**config.mk**
```make
export PLATFORM = sky130hd
export DESIGN_NAME = apb_uart_bridge
export DESIGN_NICKNAME = d
export VERILOG_FILES = /design/src/rtl/uart_pkg.sv /design/src/rtl/apb_uart_bridge.sv
export SDC_FILE = /design/constraint.sdc
export NUM_CORES = 1
export LEC_CHECK = 0
export ABC_AREA = 1
export CORE_UTILIZATION = 39
export DETAILED_ROUTE_END_ITERATION = 16
export PLACE_DENSITY = 0.93
export SLEW_MARGIN = 0
export SYNTH_ARGS = -nofsm -noshare
export SYNTH_HDL_FRONTEND = slang
export SYNTH_SLANG_ARGS = --single-unit
```
**constraint.sdc**
```tcl
create_clock -name clk -period 3.87 [get_ports clk]
set_clock_uncertainty 0.15 [all_clocks]
set_input_delay 1.161 -clock clk [delete_from_list [all_inputs] [get_ports clk]]
set_output_delay 1.161 -clock clk [all_outputs]
set_load 0.02 [all_outputs]
```
**src/rtl/uart_pkg.sv**
```systemverilog
// Shared definitions for the APB-to-UART register bridge: FSM states,
// UART register map indices and the APB data width.
package uart_pkg;

  typedef enum logic [2:0] {
    IDLE    = 3'd0,
    WR      = 3'd1,
    RD      = 3'd2,
    RD_WAIT = 3'd3,
    DONE    = 3'd4
  } state_e;

  localparam logic [2:0] RBR_THR = 3'd0;
  localparam logic [2:0] IER     = 3'd1;
  localparam logic [2:0] IIR_FCR = 3'd2;
  localparam logic [2:0] LCR     = 3'd3;
  localparam logic [2:0] MCR     = 3'd4;
  localparam logic [2:0] LSR     = 3'd5;
  localparam logic [2:0] MSR     = 3'd6;
  localparam logic [2:0] SCR     = 3'd7;

  localparam int APB_DW = 32;

endpackage

```
**src/rtl/apb_uart_bridge.sv**
```systemverilog
// APB3 slave that turns each bus transfer into exactly one UART wr/rd strobe,
// stretching reads with wait states to cover the UART read-data latency.
//
// state   | meaning
// IDLE    | waiting for the first access cycle (psel & penable)
// WR      | uart_wr pulse for one cycle
// RD      | uart_rd pulse for one cycle, wait counter loaded
// RD_WAIT | counting down UART read latency, then capture dout
// DONE    | pready (and pslverr if the address was bad) for one cycle
module apb_uart_bridge
  import uart_pkg::*;
#(
  parameter int ADDR_W = 5,
  parameter int RD_LAT = 1
) (
  input  logic                clk,
  input  logic                rst,
  input  logic                psel,
  input  logic                penable,
  input  logic                pwrite,
  input  logic [ADDR_W-1:0]   paddr,
  input  logic [APB_DW-1:0]   pwdata,
  output logic [APB_DW-1:0]   prdata,
  output logic                pready,
  output logic                pslverr,
  output logic                uart_wr,
  output logic                uart_rd,
  output logic [2:0]          uart_addr,
  output logic [7:0]          uart_din,
  input  logic [7:0]          uart_dout
);

  localparam logic [2:0] CNT_INIT = 3'(RD_LAT - 1);

  state_e      state_q, state_d;
  logic [2:0]  cnt_q, cnt_d;
  logic        err_q, err_d;
  logic [2:0]  addr_q, addr_d;
  logic [7:0]  din_q, din_d;
  logic [7:0]  prdata_q, prdata_d;
  logic        wr_q, wr_d;
  logic        rd_q, rd_d;
  logic        pready_q, pready_d;
  logic        pslverr_q, pslverr_d;

  logic        hi_err;
  logic        addr_err;
  logic [23:0] unused_pwdata;

  // Upper address bits beyond the 8-register window exist only when ADDR_W > 5.
  if (ADDR_W > 5) begin : g_hi_chk
    assign hi_err = |paddr[ADDR_W-1:5];
  end else begin : g_no_hi_chk
    assign hi_err = 1'b0;
  end

  assign addr_err      = (paddr[1:0] != 2'b00) || hi_err;
  assign unused_pwdata = pwdata[31:8];

  always_comb begin
    state_d  = state_q;
    cnt_d    = cnt_q;
    err_d    = err_q;
    addr_d   = addr_q;
    din_d    = din_q;
    prdata_d = prdata_q;

    case (state_q)
      IDLE: begin
        if (psel && penable) begin
          addr_d = paddr[4:2];
          din_d  = pwdata[7:0];
          if (addr_err) begin
            err_d   = 1'b1;
            state_d = DONE;
          end else begin
            err_d   = 1'b0;
            state_d = pwrite ? WR : RD;
          end
        end
      end
      WR: begin
        state_d = psel ? DONE : IDLE;
      end
      RD: begin
        if (!psel) begin
          state_d = IDLE;
        end else begin
          cnt_d   = CNT_INIT;
          state_d = RD_WAIT;
        end
      end
      RD_WAIT: begin
        if (!psel) begin
          state_d = IDLE;
        end else if (cnt_q != 3'd0) begin
          cnt_d = cnt_q - 3'd1;
        end else begin
          prdata_d = uart_dout;
          state_d  = DONE;
        end
      end
      DONE: begin
        state_d = IDLE;
      end
      default: begin
        state_d = IDLE;
      end
    endcase

    // Strobes and response are registered from the next state so they line up with it.
    wr_d      = (state_d == WR);
    rd_d      = (state_d == RD);
    pready_d  = (state_d == DONE);
    pslverr_d = (state_d == DONE) && err_d;
  end

  always_ff @(posedge clk or negedge rst) begin
    if (!rst) begin
      state_q   <= IDLE;
      cnt_q     <= 3'd0;
      err_q     <= 1'b0;
      addr_q    <= RBR_THR;
      din_q     <= 8'h00;
      prdata_q  <= 8'h00;
      wr_q      <= 1'b0;
      rd_q      <= 1'b0;
      pready_q  <= 1'b0;
      pslverr_q <= 1'b0;
    end else begin
      state_q   <= state_d;
      cnt_q     <= cnt_d;
      err_q     <= err_d;
      addr_q    <= addr_d;
      din_q     <= din_d;
      prdata_q  <= prdata_d;
      wr_q      <= wr_d;
      rd_q      <= rd_d;
      pready_q  <= pready_d;
      pslverr_q <= pslverr_d;
    end
  end

  assign prdata    = {24'h0, prdata_q};
  assign pready    = pready_q;
  assign pslverr   = pslverr_q;
  assign uart_wr   = wr_q;
  assign uart_rd   = rd_q;
  assign uart_addr = addr_q;
  assign uart_din  = din_q;

endmodule

```
==> results by group, run 1 <==
Global route
  – Gr busiest metal: met2
  – Global-route wire length before repair: 4.83 mm
  – GR Overflow Total: 0
  – Overall routing resource usage: 0.154
  – Largest net degree at the start of global routing: 31
  – Met3 Track Usage GR: 0.0464
  – Global-route met2 utilization: 0.263
  – Initial antenna violation count: 0
  – GR Util met1: 0.179
  – Vias in the first global route: 1,133

STA
  – Worst setup margin: 1.32 ns
  – Final hold slack: 0.318 ns
  – RSZ-0062 raised after global routing: no
  – Setup tns final: 0 ns
  – Final Hold Fails: 0
  – Minimum clock period: 2.55 ns
  – Final setup violation count: 0
  – Fin crit share: 0.658
  – Slew Limit Fails: 0
  – Fmax: 0.393 GHz

Hold path
  – Hold endpoint: cnt_q[0]
  – Hold Crit Class: flip-flop to flip-flop
  – Worst Hold Path Cells: 1
  – Hold_sp: cnt_q[0]

Setup path
  – Crit-path slowest cell: clkdlybuf4s50_1
  – Startpoint Class: flip-flop
  – WP data arrival: 1.23 ns
  – Worst endpoint required time: 2.56 ns
  – R2r setup slk: 2.27 ns
  – Reg2reg end: uart_rd
  – Reg2reg path depth: 9
  – CP Buf/Inv Count: 1
  – Crit end category: output port
  – Delay-heaviest family, CP: buffers and inverters
  – CP cell instances: clkdlybuf4s50_1
  – Critical path type: flip-flop to output port
  – Worst reg2reg path startpoint: cnt_q[0]
  – Max FO, Critical Path: 2
  – CP peak stage delay: 0.62 ns

Final layout
  – Final nets: 277
  – N_diodes: 0
  – Layout Utilization: 0.553
  – Layout area overhead: 35.7%
  – Layout cells sized above 1: 0.106

Power and ir drop
  – Pwr Density: 399 nW/µm²
  – Peak supply drop: 0.000182 V
  – Overall power: 0.808 mW
  – Lkg Pwr: 1.08 nW

Routing
  – Detailed Route WL: 2.73 mm
  – Drc violations: 0
  – Final ANT Viol Nets: 0
  – Wirelength per Cell: 9.96 µm
  – DRT iter0 DRCs: 53
  – First-pass DRT Iterations: 7
  – Avg Vias per Cell: 4.18
  – Total number of vias: 1,145

Clocking
  – Clk root buf: clkbuf_8
  – H-tree depth: 2
  – Num CTS Buffers: 5
  – Postcts setup bufs: 0
  – Clk_lat worst skew: 0.27 ns
  – Clock buffer depth: 2
  – Post-CTS sizing: 0
  – Post-CTS Hold Buffers: 0
  – CTS clk-pin slew, worst paths: 0.06 ns
  – CTS tree: built
  – Sink Count: 30

Place
  – Buffers on Ports: 48
  – GPL Wtd Cong: 0.743
  – Worst slack, placed: 1.02 ns
  – DP HPWL: 2.10 mm

Synthesis
  – Biggest area consumer among synthesized cells: dfrtp_1
  – Synthesized cell area: 1490 µm²
  – Post-Syn Area per Cell: 8.67 µm²
  – Register bit total from synthesis: 30
  – Area contributors post-synth: dfrtp_1, nand2_1, buf_4
  – Count of cell types in the netlist: 21
  – Ys Warns: 0
  – Synth Instances: 172
  – Sequential share of the synthesized area: 0.503
  – Yosys top cell area share: 0.503

Outcome
  – Status: complete, no violations

Die
  – Die area: 4080 µm²
  – Die Y: 63.8 µm
  – Die width: 63.8 µm
  – Top Ports: 97
  – Rows: 22
  – Starting Density: 0.407
  – CORE AREA: 3660 µm²

Job
  – Total of max-cap violations: 0
[Yosys cell counts]
| library cell | count |
|---|---|
| o22ai_1 | 1 |
| nand3_2 | 1 |
| nor2_2 | 4 |
| nand4_1 | 1 |
| nand2_4 | 2 |
| inv_2 | 3 |
| nand3_1 | 11 |
| nor2_4 | 2 |
| a21oi_1 | 2 |
| nor2_1 | 3 |
| o21ai_1 | 3 |
| nor2_8 | 1 |
| nand2_2 | 3 |
| clkinv_1 | 1 |
| dfrtp_1 | 30 |
| buf_4 | 25 |
| inv_1 | 15 |
| nand2_1 | 60 |
| ha_1 | 2 |
| conb_1 | 1 |
| buf_2 | 1 |
[power breakdown]
part	internal [mW]	switching, mW
logic	0.0859	0.112
clock network	0.143	0.104
registers	0.346	0.0168
[metal layers]
metal	part of all wire	routed length [µm]
met2	0.50	1350
met1	0.42	1150
met5	0	0
met4	0.0077	21
met3	0.073	199
[cell families after synthesis]
family,after synthesis,synth area share
AND/OR/NAND/NOR,88,0.279
buffers and inverters,45,0.177
flip-flops,30,0.503
AO/OA/AOI/OAI,6,0.0210
adder cells (fa/ha/maj),2,0.0168
other,1,0.00251
[stage by stage]
step,instance area [µm²],instances
CTS,2020,274
global route,2020,274
finish,2020,274
global placement,1930,266
floorplan,1580,195
detailed placement,1930,266
[area by class of cell]
cell class	instances	area, µm²
fill	329	1640
tap	48	60.1
timing repair buffer	49	488
clock inverter	1	5.00
sequential	30	751
inverter	19	71.3
multi-input combinational	120	563
clock buffer	7	86.3
[how the worst max path moves through the flow]
stage                      startpoint      endpoint  cells after the start
after global placement           psel       pslverr                      7
final                     prdata_q[7]     prdata[7]                      1
after detailed placement         psel       pslverr                      7
after floorplan               penable  uart_addr[0]                      7
after CTS                        psel       pslverr                      7
after global routing             psel       pslverr                      7
[sequential cells by signal, summed over array words and instances, names as in the netlist, 3 cells and up]
| signal | flops |
|---|---|
| cnt_q | 3 |
| uart_din | 8 |
| uart_addr | 3 |
| state_q | 3 |
| prdata_q | 8 |
[placed cells by master (no fill, tap or decap), drive strengths merged]
master	instances
a21oi	2
buf	1
clkbuf	7
clkdlybuf4s50	48
clkinv	2
conb	24
dfrtp	30
ha	2
inv	18
nand2	65
nand3	12
nand4	1
nor2	10
o21ai	3
o22ai	1
Note: power is estimated with default switching activity, not from simulation.
==> run 2, diff against run 1 <==
- CORE_UTILIZATION: 39 -> 32
- PLACE_DENSITY: 0.93 -> 0.82
- clock period: 3.87 -> 2.3 ns (I/O delays scaled with it)
==> run 2 against run 1 <==
Total power rose by 70%. Wire length rose by 3.5%. Flip-flop and latch count did not move. Count of clock-buffer cells in the layout did not move. Worst hold slack barely moved. Sequential power rose by 68%. Largest power group unchanged. Clock power rose by 70%. Non-clock buffer count rose by 3.
==> results by group, run 2 (same netlist as run 1, synthesis figures left out) <==
Global route
  – Largest net degree at the start of global routing: 31
  – Overall routing resource usage: 0.123
  – Vias in the first global route: 1,115
  – Global-route wire length before repair: 4.80 mm
  – GR Overflow Total: 0
  – Initial antenna violation count: 0

Setup path
  – Critical path type: flip-flop to output port
  – Startpoint Class: flip-flop
  – Crit-path slowest cell: clkdlybuf4s50_1
  – Reg2reg path depth: 9
  – Crit end category: output port
  – CP Buf/Inv Count: 1
  – Worst reg2reg path startpoint: cnt_q[0]
  – Reg2reg end: uart_rd
  – CP peak stage delay: 0.61 ns
  – CP cell instances: clkdlybuf4s50_1
  – Max FO, Critical Path: 2
  – WP data arrival: 1.23 ns
  – Delay-heaviest family, CP: buffers and inverters
  – R2r setup slk: 0.83 ns
  – Worst endpoint required time: 1.46 ns

Clocking
  – Post-CTS sizing: 0
  – Postcts setup bufs: 0
  – H-tree depth: 2
  – Sink Count: 30
  – Clk_lat worst skew: 0.27 ns
  – Post-CTS Hold Buffers: 0
  – Num CTS Buffers: 5
  – CTS tree: built
  – Clk root buf: clkbuf_8
  – Clock buffer depth: 2
  – CTS clk-pin slew, worst paths: 0.06 ns

Hold path
  – Hold_sp: prdata_q[0]
  – Hold endpoint: prdata_q[0]
  – Hold Crit Class: flip-flop to flip-flop
  – Worst Hold Path Cells: 2

Routing
  – Avg Vias per Cell: 4.14
  – Final ANT Viol Nets: 0
  – Wirelength per Cell: 10.0 µm
  – Detailed Route WL: 2.82 mm
  – Drc violations: 0
  – Total number of vias: 1,162
  – DRT iter0 DRCs: 52
  – First-pass DRT Iterations: 4

Outcome
  – Status: complete, no violations

STA
  – Slew Limit Fails: 0
  – RSZ-0062 raised after global routing: no
  – Final setup violation count: 0
  – Fmax: 0.482 GHz
  – Final Hold Fails: 0
  – Minimum clock period: 2.07 ns
  – Setup tns final: 0 ns
  – Fin crit share: 0.901

Power and ir drop
  – Clock power share: 0.307
  – Lkg Pwr: 1.10 nW
  – Peak supply drop: 0.000223 V
  – Switching Share: 0.290
  – Sw power: 0.398 mW
  – Internal power: 0.974 mW
  – Register share of total power: 0.444
  – Pwr Density: 668 nW/µm²
  – Comb pwr share: 0.249

Die
  – Top Ports: 97
  – Die width: 70.3 µm
  – CORE AREA: 4410 µm²
  – Die area: 4940 µm²
  – Die Y: 70.3 µm
  – Rows: 24
  – Starting Density: 0.338

Final layout
  – Finished Layout Cells: 281
  – Layout area overhead: 37.6%
  – Most frequent cells in the layout: nand2_1, clkdlybuf4s50_1, dfrtp_1, conb_1, inv_1
  – N_diodes: 0
  – Commonest non-fill, non-tap cell in the layout: nand2_1
  – Final nets: 280
  – Layout cells sized above 1: 0.118

Place
  – GPL Wtd Cong: 0.785
  – Buffers on Ports: 48
  – DP HPWL: 2.16 mm
  – Placed cells: 273

Job
  – Total of max-cap violations: 0
-- run 2: cell types whose count changed in the layout (fill, tap and decap cells not counted) --
cell   delta
buf_4     +3
-- run 2: how the worst max path moves through the flow --
stage                      from           end  slack (ns)  cells past startpoint
floorplan               penable  uart_addr[0]        0.82                      7
global placement           psel   uart_din[3]        0.11                      8
detailed placement         psel   uart_din[3]        0.07                      8
CTS                 prdata_q[3]     prdata[3]        0.21                      1
global route        uart_din[0]   uart_din[0]        0.18                      1
finish              prdata_q[3]     prdata[3]        0.23                      1
-- run 2: layer usage --
layer / vias to the layer above / track usage / share of wire
met5: - / 0 / 0
li1: 585 / - / -
met2: 45 / 0.206 / 0.48
met4: 0 / 0.0400 / 0
met1: 532 / 0.153 / 0.46
met3: 0 / 0.0317 / 0.057
-- run 2: power by group through the flow --
| stage | clock, mW | combinational (mW) | sequential (mW) |
|---|---|---|---|
| floorplan | 0 | 0.165 | 0.668 |
| global placement | 0 | 0.336 | 0.617 |
| detailed placement | 0 | 0.345 | 0.619 |
| CTS | 0.443 | 0.346 | 0.610 |
| global route | 0.465 | 0.377 | 0.616 |
| finish | 0.420 | 0.342 | 0.609 |
-- run 2: per-stage QoR --
stage	utilization	hold WS [ns]	power, mW	instance area (µm²)	worst slack [ns]
5_1_grt	0.465	0.341	1.46	2050	0.176
2_1_floorplan	-	0.244	0.832	1580	0.821
3_5_place_dp	0.444	0.309	0.964	1960	0.0743
3_3_place_gp	0.444	0.306	0.953	1960	0.107
6_report	0.465	0.318	1.37	2050	0.227
4_1_cts	0.465	0.325	1.40	2050	0.211
-- run 2: final cells by class --
class	instances	area, µm²
fillers	426	2360
flip-flops and latches	30	751
multi-input cells	120	563
repair buffers	52	510
clock buffers	7	86.3
inverters	19	71.3
well taps	52	65.1
clock inverters	1	5.00
